--- src/rtl/decode_stage.sv ---
// RV32I decode stage: one skid-free pipeline register with valid/ready handshake, a
// combinational opcode-class and immediate decoder on the held instruction.
module decode_stage #(
  parameter int unsigned XLEN = 32
) (
  input  logic            clk_i,
  input  logic            rst_n_i,
  input  logic            flush_i,
  input  logic            if_valid_i,
  output logic            if_ready_o,
  input  logic [31:0]     if_instr_i,
  input  logic [XLEN-1:0] if_pc_i,
  output logic [4:0]      addr_rs1_o,
  output logic [4:0]      addr_rs2_o,
  output logic            id_valid_o,
  input  logic            id_ready_i,
  output logic [XLEN-1:0] id_pc_o,
  output logic [4:0]      id_rd_o,
  output logic [XLEN-1:0] id_imm_o,
  output logic [3:0]      id_op_o,
  output logic            id_illegal_o
);

  localparam logic [3:0] OpLui     = 4'd0;
  localparam logic [3:0] OpAuipc   = 4'd1;
  localparam logic [3:0] OpJal     = 4'd2;
  localparam logic [3:0] OpJalr    = 4'd3;
  localparam logic [3:0] OpBranch  = 4'd4;
  localparam logic [3:0] OpLoad    = 4'd5;
  localparam logic [3:0] OpStore   = 4'd6;
  localparam logic [3:0] OpOpImm   = 4'd7;
  localparam logic [3:0] OpOp      = 4'd8;
  localparam logic [3:0] OpMiscMem = 4'd9;
  localparam logic [3:0] OpSystem  = 4'd10;
  localparam logic [3:0] OpIllegal = 4'd15;

  localparam logic [31:0] InstrNop = 32'h0000_0013;

  logic            valid_q, valid_d;
  logic [31:0]     instr_q;
  logic [XLEN-1:0] pc_q;
  logic            accept;
  logic            load_en;

  assign if_ready_o = !valid_q || id_ready_i;
  assign accept     = if_valid_i && if_ready_o;
  // A flushed offer is dropped entirely, so the held fields stay untouched.
  assign load_en    = accept && !flush_i;

  always_comb begin
    valid_d = valid_q;
    if (flush_i) begin
      valid_d = 1'b0;
    end else if (accept) begin
      valid_d = 1'b1;
    end else if (valid_q && id_ready_i) begin
      valid_d = 1'b0;
    end
  end

  always_ff @(posedge clk_i or negedge rst_n_i) begin
    if (!rst_n_i) begin
      valid_q <= 1'b0;
      instr_q <= InstrNop;
      pc_q    <= '0;
    end else begin
      valid_q <= valid_d;
      if (load_en) begin
        instr_q <= if_instr_i;
        pc_q    <= if_pc_i;
      end
    end
  end

  // Regfile has one cycle of read latency: address the incoming instruction when it can
  // be accepted, otherwise keep addressing the held one so data stays aligned in a stall.
  always_comb begin
    if (if_ready_o) begin
      addr_rs1_o = if_instr_i[19:15];
      addr_rs2_o = if_instr_i[24:20];
    end else begin
      addr_rs1_o = instr_q[19:15];
      addr_rs2_o = instr_q[24:20];
    end
  end

  logic [31:0] imm_i, imm_s, imm_b, imm_u, imm_j, imm32;

  assign imm_i = {{20{instr_q[31]}}, instr_q[31:20]};
  assign imm_s = {{20{instr_q[31]}}, instr_q[31:25], instr_q[11:7]};
  assign imm_b = {{19{instr_q[31]}}, instr_q[31], instr_q[7], instr_q[30:25],
                  instr_q[11:8], 1'b0};
  assign imm_u = {instr_q[31:12], 12'b0};
  assign imm_j = {{11{instr_q[31]}}, instr_q[31], instr_q[19:12], instr_q[20],
                  instr_q[30:21], 1'b0};

  always_comb begin
    id_op_o      = OpIllegal;
    id_illegal_o = 1'b1;
    id_rd_o      = 5'd0;
    imm32        = 32'd0;
    unique case (instr_q[6:0])
      7'b0110111: begin id_op_o = OpLui;     id_illegal_o = 1'b0; id_rd_o = instr_q[11:7]; imm32 = imm_u; end
      7'b0010111: begin id_op_o = OpAuipc;   id_illegal_o = 1'b0; id_rd_o = instr_q[11:7]; imm32 = imm_u; end
      7'b1101111: begin id_op_o = OpJal;     id_illegal_o = 1'b0; id_rd_o = instr_q[11:7]; imm32 = imm_j; end
      7'b1100111: begin id_op_o = OpJalr;    id_illegal_o = 1'b0; id_rd_o = instr_q[11:7]; imm32 = imm_i; end
      7'b1100011: begin id_op_o = OpBranch;  id_illegal_o = 1'b0; imm32 = imm_b; end
      7'b0000011: begin id_op_o = OpLoad;    id_illegal_o = 1'b0; id_rd_o = instr_q[11:7]; imm32 = imm_i; end
      7'b0100011: begin id_op_o = OpStore;   id_illegal_o = 1'b0; imm32 = imm_s; end
      7'b0010011: begin id_op_o = OpOpImm;   id_illegal_o = 1'b0; id_rd_o = instr_q[11:7]; imm32 = imm_i; end
      7'b0110011: begin id_op_o = OpOp;      id_illegal_o = 1'b0; id_rd_o = instr_q[11:7]; end
      7'b0001111: begin id_op_o = OpMiscMem; id_illegal_o = 1'b0; imm32 = imm_i; end
      7'b1110011: begin id_op_o = OpSystem;  id_illegal_o = 1'b0; id_rd_o = instr_q[11:7]; imm32 = imm_i; end
      default: ;
    endcase
  end

  assign id_imm_o   = XLEN'($signed(imm32));
  assign id_valid_o = valid_q;
  assign id_pc_o    = pc_q;

endmodule

--- config.mk ---
export PLATFORM = sky130hd
export DESIGN_NAME = decode_stage
export DESIGN_NICKNAME = d
export VERILOG_FILES = /design/src/rtl/decode_stage.sv
export SDC_FILE = /design/constraint.sdc
export NUM_CORES = 1
export LEC_CHECK = 0
export BUFFER_PORTS_ARGS = -buffer_cell sky130_fd_sc_hd__buf_4
export CAP_MARGIN = 20
export CORE_ASPECT_RATIO = 0.8
export CORE_UTILIZATION = 35
export CTS_BUF_LIST = sky130_fd_sc_hd__clkbuf_8 sky130_fd_sc_hd__clkbuf_16
export DETAILED_ROUTE_END_ITERATION = 10
export PLACE_DENSITY = 0.61
export SLEW_MARGIN = 20
export SYNTH_ARGS = -nofsm -noshare
export SYNTH_HDL_FRONTEND = slang
export SYNTH_SLANG_ARGS = --single-unit
--- constraint.sdc ---
create_clock -name clk_i -period 3.7 [get_ports clk_i]
set_input_delay 0.555 -clock clk_i [delete_from_list [all_inputs] [get_ports clk_i]]
set_output_delay 0.555 -clock clk_i [all_outputs]
set_load 0.01 [all_outputs]
==> results_dict.tcl <==
set metrics [dict create \
    synth-seq-cells 65 \
    firstDrtPassIters 4 \
    power.density_nw_per_um2 495 \
    syn-num-nets 361 \
    synth_top_family_by_area "multiplexers" \
    antenna_cells 0 \
    area_growth_pct 43.3 \
    setup_tns_ns 0 \
    worst_pin_slew_ns 0.834 \
    drt_iter0_drc 125 \
    ys.flop_type "dfrtp_1" \
    required_ns 3.14 \
    yosysWarnings 0 \
    synth_cells 292 \
    port_buffers 154 \
    synthesis.area_sq_um 3440 \
    drcViolationCount 0 \
    synthTopCellsByArea "dfrtp_1 (45%), mux2_1 (20%), mux2_2 (3.3%)" \
    cts_root_buf "clkbuf_16" \
    routed.top_layer "met4" \
    hp-class "in -> async" \
    dpl.cell_count 543 \
    instances_no_fill 559 \
    cts_buffer_depth 2 \
    path_clk_slew_ns 0.06 \
    crit_family "compound AO/OA/AOI/OAI gates" \
    synthMuxAreaShare_pct 23.9 \
    r2r-start "id_valid_o" \
    cts_tree "built" \
    yosys.area_share.simple_pct 11.1 \
    clock_skew_ns 0.00870 \
    fillers 864 \
    status "finished clean" \
    setup_viol 0 \
    nets 508 \
    ant_nets 0 \
    die_w_um 113 \
    path_buf_inv 2 \
    cts_hold_buf 0 \
    fin_crit_ns 2.92 \
    grt_pass1_wl_um 14900 \
    synth_edf_count 0 \
    cpPeakStageDelay_ns 0.60 \
    cts_buffers 9 \
    synth_compound_area_share_pct 12.5 \
    drive_above_1_share_pct 45.0 \
    regArea_sq_um 1630 \
    yosysSeqAreaShare_pct 47.4 \
    crit_fanout 18 \
    top_level_ports 155 \
    antenna_found_initial 0 \
    multi_input_area_sq_um 1650 \
    power_uw 2440 \
    drt_wl_total_um 9180 \
    grt_pass1_vias 2821 \
    routedWlPerCell_um 16.4 \
    worstSetupPathType "reg -> out" \
    yosysTopAreaCellShare_pct 45.1 \
    yosys.area_share.xor_xnor_pct 0.255 \
    drv_cap 0 \
    core_area_sq_um 9310 \
    post_cts_buffers 0 \
    final_common_cell "buf_4" \
    critPathLaunch "instr_q[1]" \
    cts_resized 0 \
    vias_per_cell 5.01 \
    cp_common_cell "buf_4" \
    wl_met2_um 3960 \
    hold_viol 0 \
    gp_congestion 0.834 \
    cp_data_arrival_time_ns 2.36 \
    rsz0062_at_grt "no" \
    cp-end-kind "output port" \
    maxSlewViolCount 0 \
    yosysUniqueCellTypes 49 \
    crit_path_cell_trace "and2_1, buf_4, nand2_1, a21oi_2, a21o_1, buf_4" \
    max_freq_ghz 0.343 \
    fin_crit_sh_pct 78.8 \
    htreeDepth 3 \
    vias 2801 \
    cpMaxStageDelayCell "a21oi_2" \
    cts_sinks 65 \
    cp-start-kind "flop" \
    power.leakage_uw 0.00240 \
    clock_latency_ns 0.33 \
    slew_headroom_pct 44.4 \
    whs_ns 0.326 \
    finalCoreUtilization_pct 53.0 \
    vdd_drop_max_mv 0.265 \
    rows 31 \
    die_area_sq_um 10200 \
    synth_top_area_cell "dfrtp_1" \
    dr_wl_met3_um 905 \
    synth.avg_cell_area_sq_um 11.8 \
    async_flop_share_pct 100 \
    grt-ovfl-total 0 \
    post-dp-hpwl_um 6620 \
    start_util_pct 37.0 \
    final_cell_mix "buf_4 (155), mux2_1 (62), dfrtp_1 (62)" \
    die_h_um 90.7 \
    synth_adder_area_share_pct 0 \
    grtUsageTotal_pct 18.8 \
    wl_met1_um 4210 \
    grt_start_max_net_pins 67 \
]
## metrics by stage
stage	instance area, sq um	setup slack [ns]
global placement	4620	1.21
CTS	4930	0.785
floorplan	3440	1.74
finish	4930	0.784
detailed placement	4620	1.15
global route	4930	0.624
## path summary, 6_finish.rpt
check,cells past startpoint,endpoint,slack (ns)
hold reg to reg,1,id_pc_o[10],0.49
setup / recovery,6,id_imm_o[26],0.78
max in group asynchronous,1,instr_q[2],2.83
setup reg to reg,4,id_pc_o[28],1.92
min in group clk_i,2,id_valid_o,0.41
hold / removal,1,instr_q[28],0.33
## cells in the mapped netlist, drive strengths merged, types with 3 or more instances
library cell,n
mux2,72
a22o,6
nor2,8
nor3b,4
nor2b,5
a21o,12
inv,5
o21ai,17
dfstp,3
a21oi,14
and2,8
nand2,26
o211ai,3
buf,19
and3,4
dfrtp,62
## flip-flops by register name, indices dropped and copies added (netlist names)
name        cells
instr_q        32
id_valid_o      1
id_pc_o        32
## report_power, final
part	total (uW)	switching, uW	internal [uW]
registers	953	118	835
clock network	870	338	533
logic	617	284	332
total	2440	740	1700
## final cells by class
cell class	count	area share, %
multi-input cells	202	33.4
well taps	115	2.92
clock inverters	7	1.67
flip-flops and latches	65	33.1
repair buffers	156	24.0
clock buffers	9	4.57
inverters	5	0.381
## per-layer routing
| metal | vias to the layer above | GRT usage (%) |
|---|---|---|
| li1 | 1341 | - |
| met1 | 1327 | 24.7 |
| met2 | 123 | 28.0 |
| met3 | 10 | 7.79 |
| met4 | 0 | 5.92 |
| met5 | - | 0 |
## cells by family (layout without fill, tap and decap cells)
logic type,Yosys count,in the layout
buffers and inverters,25,177
AND/OR/NAND/NOR,67,67
XOR/XNOR,1,1
AO/OA/AOI/OAI,61,61
flip-flops,65,65
multiplexers,73,73
Note: power is estimated with default switching activity, not from simulation.
